### src/rtl/compute_ctrl_pkg.sv
// Shared types for the tiled compute controller: FSM states, latched command and default widths.
package compute_ctrl_pkg;

    localparam int CMD_ADDR_W = 16;
    localparam int CMD_ROW_W  = 16;
    localparam int CMD_TILE_W = 8;

    localparam logic PULSE_IDLE = 1'b0;

    typedef enum logic [1:0] {
        IDLE    = 2'd0,
        W_FILL  = 2'd1,
        COMPUTE = 2'd2,
        FINISH  = 2'd3
    } ctrl_state_e;

    typedef struct packed {
        logic [CMD_ROW_W-1:0]  num_row;
        logic [CMD_TILE_W-1:0] num_tiles;
        logic [CMD_ADDR_W-1:0] acc_base;
        logic                  accumulate;
        logic                  w_resident;
    } tile_cmd_t;

endpackage

### src/rtl/accum_addr_gen.sv
// Accumulator write-address generator: wrapping row counter plus base offset, with registered
// strobe, address and add/overwrite flag.
module accum_addr_gen
    import compute_ctrl_pkg::*;
#(
    parameter int ADDR_WIDTH = CMD_ADDR_W,
    parameter int ROW_WIDTH  = CMD_ROW_W
) (
    input  logic                  clk,
    input  logic                  rstn,
    input  logic                  clr,
    input  logic                  en,
    input  logic                  add,
    input  logic [ROW_WIDTH-1:0]  num_row,
    input  logic [ADDR_WIDTH-1:0] base,
    output logic                  wr_en,
    output logic [ADDR_WIDTH-1:0] wr_addr,
    output logic                  wr_add
);

    logic [ROW_WIDTH-1:0] row_q;
    logic [ROW_WIDTH-1:0] row_p1;
    logic [ROW_WIDTH-1:0] row_nxt;

    // num_row==0 needs no special case: row_p1 only equals 0 on natural overflow.
    assign row_p1  = row_q + ROW_WIDTH'(1);
    assign row_nxt = (row_p1 == num_row) ? '0 : row_p1;

    always_ff @(posedge clk) begin
        if (!rstn) begin
            row_q   <= '0;
            wr_en   <= PULSE_IDLE;
            wr_addr <= '0;
            wr_add  <= 1'b0;
        end else begin
            wr_en <= en;
            if (en) begin
                wr_addr <= base + ADDR_WIDTH'(row_q);
                wr_add  <= add;
            end
            if (clr) begin
                row_q <= '0;
            end else if (en) begin
                row_q <= row_nxt;
            end
        end
    end

endmodule

### src/rtl/tiled_compute_ctrl.sv
// Multi-tile systolic-array sequencer: weight fill, compute and accumulator writeback per tile,
// with ping-pong weight prefetch. Optional perf counters under TILED_COMPUTE_CTRL_PERF_EN.
module tiled_compute_ctrl
    import compute_ctrl_pkg::*;
#(
    parameter int ADDR_WIDTH = CMD_ADDR_W,
    parameter int ROW_WIDTH  = CMD_ROW_W,
    parameter int TILE_WIDTH = CMD_TILE_W,
    parameter int SYS_ROW    = 16
) (
    input  logic                  clk,
    input  logic                  rstn,
    input  logic                  cmd_valid,
    output logic                  cmd_ready,
    input  logic [ROW_WIDTH-1:0]  cmd_num_row,
    input  logic [TILE_WIDTH-1:0] cmd_num_tiles,
    input  logic [ADDR_WIDTH-1:0] cmd_acc_base,
    input  logic                  cmd_accumulate,
    input  logic                  cmd_w_resident,
    input  logic                  drain_done,
    input  logic                  sys_done,
    input  logic                  sys_en_out,
    output logic                  fifo_in_ctrl_en,
    output logic                  fifo_out_ctrl_en,
    output logic                  mem_rd_ctrl_en,
    output logic [ADDR_WIDTH-1:0] w_offset_addr,
    output logic                  accum_wr_en,
    output logic [ADDR_WIDTH-1:0] accum_wr_addr,
    output logic                  accum_wr_add,
    output logic [TILE_WIDTH-1:0] tile_idx,
    output logic                  busy,
    output logic                  done
`ifdef TILED_COMPUTE_CTRL_PERF_EN
   ,output logic [31:0]           perf_fill_cycles,
    output logic [31:0]           perf_compute_cycles
`endif
);

    localparam logic [TILE_WIDTH:0] TILE_ONE = (TILE_WIDTH+1)'(1);
    localparam logic [ADDR_WIDTH-1:0] HALF_OFFSET = ADDR_WIDTH'(SYS_ROW);

    ctrl_state_e           state_q, state_d;
    tile_cmd_t             cmd_q, cmd_d, cmd_in;
    logic [TILE_WIDTH-1:0] tile_q, tile_d;
    logic                  drain_q, drain_d;
    logic                  fifo_en_q, fifo_en_d;
    logic                  mem_rd_d;
    logic                  done_d;
    logic [ADDR_WIDTH-1:0] w_off_d;
    logic                  row_clr;
    logic                  accept;

    logic [TILE_WIDTH:0]   tile_p1, tile_p2, num_tiles_x;

    assign cmd_in = '{num_row:    cmd_num_row,
                      num_tiles:  cmd_num_tiles,
                      acc_base:   cmd_acc_base,
                      accumulate: cmd_accumulate,
                      w_resident: cmd_w_resident};

    // Tile arithmetic carries one extra bit so a full 2^TILE_WIDTH-1 loop cannot overflow.
    assign tile_p1     = {1'b0, tile_q} + TILE_ONE;
    assign tile_p2     = tile_p1 + TILE_ONE;
    assign num_tiles_x = {1'b0, cmd_q.num_tiles};

    // w_resident only matters on the accept cycle; the latched copy is kept for visibility.
    logic unused_w_resident;
    assign unused_w_resident = cmd_q.w_resident;

    always_comb begin
        // NOTE: every variable gets a default first so no latch is inferred on untaken paths.
        state_d   = state_q;
        cmd_d     = cmd_q;
        tile_d    = tile_q;
        drain_d   = drain_q;
        fifo_en_d = PULSE_IDLE;
        mem_rd_d  = PULSE_IDLE;
        done_d    = PULSE_IDLE;
        w_off_d   = w_offset_addr;
        row_clr   = 1'b0;
        accept    = 1'b0;

        case (state_q)
            IDLE: begin
                if (cmd_valid && cmd_ready) begin
                    accept  = 1'b1;
                    cmd_d   = cmd_in;
                    tile_d  = '0;
                    row_clr = 1'b1;
                    drain_d = cmd_w_resident;
                    if (cmd_num_tiles == '0) begin
                        state_d = FINISH;
                    end else begin
                        state_d = W_FILL;
                        if (!cmd_w_resident) begin
                            fifo_en_d = 1'b1;
                            w_off_d   = '0;
                        end
                    end
                end
            end

            W_FILL: begin
                if (drain_q || drain_done) begin
                    drain_d  = 1'b0;
                    mem_rd_d = 1'b1;
                    state_d  = COMPUTE;
                    if (tile_p1 < num_tiles_x) begin
                        fifo_en_d = 1'b1;
                        w_off_d   = tile_q[0] ? '0 : HALF_OFFSET;
                    end
                end
            end

            COMPUTE: begin
                if (drain_done) begin
                    drain_d = 1'b1;
                end
                if (sys_done) begin
                    if (tile_p1 == num_tiles_x) begin
                        state_d = FINISH;
                    end else begin
                        tile_d  = tile_p1[TILE_WIDTH-1:0];
                        row_clr = 1'b1;
                        // Prefetched weights already drained: start the next tile without a fill gap.
                        if (drain_q || drain_done) begin
                            drain_d  = 1'b0;
                            mem_rd_d = 1'b1;
                            if (tile_p2 < num_tiles_x) begin
                                fifo_en_d = 1'b1;
                                w_off_d   = tile_q[0] ? HALF_OFFSET : '0;
                            end
                        end else begin
                            state_d = W_FILL;
                        end
                    end
                end
            end

            FINISH: begin
                done_d  = 1'b1;
                state_d = IDLE;
            end

            default: state_d = IDLE;
        endcase
    end

    always_ff @(posedge clk) begin
        if (!rstn) begin
            state_q        <= IDLE;
            cmd_q          <= '0;
            tile_q         <= '0;
            drain_q        <= 1'b0;
            fifo_en_q      <= PULSE_IDLE;
            mem_rd_ctrl_en <= PULSE_IDLE;
            done           <= PULSE_IDLE;
            w_offset_addr  <= '0;
            busy           <= 1'b0;
            cmd_ready      <= 1'b0;
        end else begin
            // NOTE: non-blocking assignments so every flop samples the pre-edge values.
            state_q        <= state_d;
            cmd_q          <= cmd_d;
            tile_q         <= tile_d;
            drain_q        <= drain_d;
            fifo_en_q      <= fifo_en_d;
            mem_rd_ctrl_en <= mem_rd_d;
            done           <= done_d;
            w_offset_addr  <= w_off_d;
            busy           <= (state_d != IDLE);
            cmd_ready      <= (state_d == IDLE);
        end
    end

    assign fifo_in_ctrl_en  = fifo_en_q;
    assign fifo_out_ctrl_en = fifo_en_q;
    assign tile_idx         = tile_q;

    accum_addr_gen #(
        .ADDR_WIDTH (ADDR_WIDTH),
        .ROW_WIDTH  (ROW_WIDTH)
    ) u_accum_addr_gen (
        .clk     (clk),
        .rstn    (rstn),
        .clr     (row_clr),
        .en      ((state_q == COMPUTE) && sys_en_out),
        .add     ((tile_q != '0) || cmd_q.accumulate),
        .num_row (cmd_q.num_row),
        .base    (cmd_q.acc_base),
        .wr_en   (accum_wr_en),
        .wr_addr (accum_wr_addr),
        .wr_add  (accum_wr_add)
    );

`ifdef TILED_COMPUTE_CTRL_PERF_EN
    always_ff @(posedge clk) begin
        if (!rstn || accept) begin
            perf_fill_cycles    <= '0;
            perf_compute_cycles <= '0;
        end else begin
            if (state_q == W_FILL && perf_fill_cycles != '1) begin
                perf_fill_cycles <= perf_fill_cycles + 32'd1;
            end
            if (state_q == COMPUTE && perf_compute_cycles != '1) begin
                perf_compute_cycles <= perf_compute_cycles + 32'd1;
            end
        end
    end
`else
    logic unused_accept;
    assign unused_accept = accept;
`endif

endmodule

### config.mk
export PLATFORM = sky130hd
export DESIGN_NAME = tiled_compute_ctrl
export DESIGN_NICKNAME = d
export VERILOG_FILES = /design/src/rtl/compute_ctrl_pkg.sv /design/src/rtl/accum_addr_gen.sv /design/src/rtl/tiled_compute_ctrl.sv
export SDC_FILE = /design/constraint.sdc
export NUM_CORES = 1
export LEC_CHECK = 0
export CORE_MARGIN = 2
export CORE_UTILIZATION = 45
export CTS_CLUSTER_SIZE = 14
export DETAILED_ROUTE_END_ITERATION = 8
export PLACE_DENSITY_LB_ADDON = 0.05
export REMOVE_ABC_BUFFERS = 1
export SLEW_MARGIN = 10
export SYNTH_ARGS = -nofsm -noshare
export SYNTH_HDL_FRONTEND = slang
export SYNTH_SLANG_ARGS = --single-unit
### constraint.sdc
create_clock -name clk -period 6.6 [get_ports clk]
set_clock_uncertainty 0.2 [all_clocks]
set_input_delay 0.66 -clock clk [delete_from_list [all_inputs] [get_ports clk]]
set_output_delay 0.66 -clock clk [all_outputs]
set_load 0.02 [all_outputs]
==> impl_metrics.json <==
{
  "tightest_slew_ps": 808.2,
  "synth_top_area_share_pct": 31.75,
  "power_per_cell_area_nw_per_um2": 250.3,
  "syn_to_final_growth_pct": 19.13,
  "wl_mm": 15.79,
  "max-cap-violations": 0,
  "synthTopCellsByCount": "nand2_1, dfxtp_1, a21oi_1",
  "grt_antenna_before_repair": 0,
  "pwr-share-comb_pct": 32.9,
  "grt_pass1_wl_mm": 25.78,
  "layout-drive-gt1-share_pct": 4.461,
  "dpl.cell_count": 963,
  "first_global_vias": 5033,
  "vias": 5384,
  "first_iter_violations": 385,
  "overflow": 0,
  "avgSynthCellArea_um2": 7.786,
  "start_util_pct": 45.96,
  "path_clk_slew_ps": 70,
  "seqPwrFrac_pct": 38.1,
  "synth_area_um2": 5801,
  "core_um2": 12620,
  "rows": 41,
  "fmax_mhz": 251.2,
  "finalHoldViolCount": 0,
  "finalNetCount": 890,
  "yosysMostFrequentCell": "nand2_1",
  "synthArstFlopShare_pct": 0,
  "antenna_cells": 0,
  "die_w_um": 117.5,
  "gp_congestion": 0.8759,
  "numPortBuffers": 80,
  "max_slew_margin_pct": 45.97,
  "drv_slew": 0,
  "critPathCaptureType": "register",
  "grt_start_max_net_pins": 46,
  "power_leakage_nw": 2.558,
  "dr.pass1.iters": 5,
  "cts.path.max_buffers": 2,
  "p_switching_mw": 0.6133,
  "crit_path_start_kind": "register",
  "hold_buffers": 0,
  "yosysTopAreaCell": "dfxtp_1",
  "crit_start": "tile_idx[0]",
  "power_mw": 1.730,
  "die_y_um": 117.5,
  "ys_warn_count": 0,
  "min-delay-path-class": "reg -> reg",
  "cp_max_fo": 19,
  "timing.rr.end": "u_accum_addr_gen.row_q[10]",
  "ys_ff_latch": 92,
  "cp.required_ps": 6670,
  "post_cts_resized": 0,
  "reg2reg_from": "tile_idx[0]",
  "rsz0062_at_grt": "false",
  "finalSetupTns_ps": 0,
  "period_share_pct": 60.31,
  "ys_dominant_reg_cell": "dfxtp_1",
  "hpwl_mm": 11.73,
  "ir_worst_vdd_v": 0.0001366,
  "final_cells": 979,
  "p_int_mw": 1.116,
  "swShare_pct": 35.46,
  "htree_levels": 3,
  "vias_per_cell": 5.499,
  "crit_arrival_ps": 4050,
  "endpoint": "u_accum_addr_gen.row_q[10]",
  "synth_edf_count": 0,
  "r2r_cells": 12,
  "antenna_left": 0,
  "die_area_um2": 13810,
  "seq_area_frac_synth_pct": 31.75,
  "ys_types": 74,
  "synthCells": 745,
  "regToRegSetupSlack_ps": 2620,
  "post-cts-setup-buffers": 0,
  "finalSetupViolCount": 0,
  "p_clk_share_pct": 29.0,
  "synth.area.top_cells": "dfxtp_1, nand2_1, ha_1",
  "tritoncts": "yes",
  "clk_latency_ps": 350,
  "drc_errors": 0,
  "track_usage_pct": 23.03,
  "num-fill-cells": 1209,
  "cts_sinks": 92,
  "seq_area_um2": 1842,
  "clock-root-buffer": "clkbuf_16",
  "wl_per_cell_um": 16.13,
  "min_period_ps": 3980,
  "cts_inserted_buffers": 9,
  "status": "completed",
  "io_pins": 96,
  "multi_input_area_um2": 3623,
  "critPathKind": "reg -> reg"
}
## layout make-up
cell class	instances	share of cell area [%]
Inverter	29	1.575
Multi-Input combinational cell	585	52.44
Sequential cell	92	26.65
Clock inverter	1	0.07242
Timing Repair Buffer	85	12.13
Clock buffer	15	4.020
Tap cell	172	3.114
## registers in the layout (all words and copies together) (netlist names)
name,count
u_accum_addr_gen.row_q,16
cmd_ready,1
state_q,2
w_offset_addr,1
tile_idx,8
fifo_in_ctrl_en,1
cmd_q,41
u_accum_addr_gen.wr_addr,16
u_accum_addr_gen.wr_en,1
done,1
u_accum_addr_gen.wr_add,1
mem_rd_ctrl_en,1
busy,1
drain_q,1
## logic make-up (layout without fill, tap and decap cells)
family | after synthesis | after routing | synth area share, %
adder cells (fa/ha/maj) | 40 | 40 | 8.758
flip-flops | 92 | 92 | 31.75
multiplexers | 1 | 1 | 0.1941
XOR/XNOR | 53 | 53 | 8.132
AO/OA/AOI/OAI | 178 | 178 | 19.18
AND/OR/NAND/NOR | 298 | 298 | 25.24
other | 1 | 15 | 0.06465
buffers and inverters | 82 | 130 | 6.687
## worst min-delay path by stage
stage	start	to	slack, ps	cells after the start
finish	u_accum_addr_gen.wr_addr[9]	u_accum_addr_gen.wr_addr[9]	250	2
global route	u_accum_addr_gen.wr_addr[9]	u_accum_addr_gen.wr_addr[9]	270	2
CTS	u_accum_addr_gen.wr_addr[9]	u_accum_addr_gen.wr_addr[9]	250	2
detailed placement	u_accum_addr_gen.wr_addr[11]	u_accum_addr_gen.wr_addr[11]	250	2
global placement	u_accum_addr_gen.wr_addr[14]	u_accum_addr_gen.wr_addr[14]	240	2
floorplan	cmd_q[19]	cmd_q[19]	240	2
## power by group through the flow
stage	clock network [mW]	logic (mW)	registers, mW
after global routing	0.536	0.628	0.666
after global placement	0	0.564	0.669
after CTS	0.510	0.568	0.659
after detailed placement	0	0.564	0.671
final	0.502	0.570	0.658
after floorplan	0	0.356	0.675
## metal layers
| metal | global-route usage [%] | wire, um | vias up |
|---|---|---|---|
| met5 | 0 | 0 | - |
| met4 | 7.681 | 222 | 0 |
| met3 | 3.731 | 1033 | 15 |
| met2 | 33.85 | 6642 | 213 |
| met1 | 34.18 | 7893 | 2454 |
| li1 | - | - | 2702 |
## critical path, cell delays in order (launching register included)
cell and delay (ps):
dfxtp_1 520, ha_1 350, nand3_1 120, xor2_1 240, inv_1 130, ha_1 310
nand4b_1 100, or3_1 430, or2_1 250, nand3_1 160, nand3_1 530, a221o_1 480
o21ai_1 70
## metrics by stage
stage / hold WS (ps) / setup WS (ps) / cell area (um^2) / util (%)
floorplan: 236.3 / 3098 / 5574 / -
global placement: 242.4 / 2803 / 6628 / 52.52
detailed placement: 246.3 / 2672 / 6628 / 52.52
CTS: 254.3 / 2633 / 6910 / 54.76
global route: 270.7 / 2293 / 6910 / 54.76
finish: 248.9 / 2620 / 6910 / 54.76
## cells in the final DEF, fill, tap and decap left out, drive strengths merged, types with 28 or more instances in the layout
| cell type | synthesis | routed |
|---|---|---|
| nand2 | 136 | 136 |
| inv | 29 | 29 |
| o21ai | 36 | 36 |
| xnor2 | 28 | 28 |
| nor3 | 28 | 28 |
| a21oi | 77 | 77 |
| nor2 | 38 | 38 |
| clkdlybuf4s50 | 0 | 80 |
| ha | 39 | 39 |
| dfxtp | 92 | 92 |
Note: power is estimated with default switching activity, not from simulation.
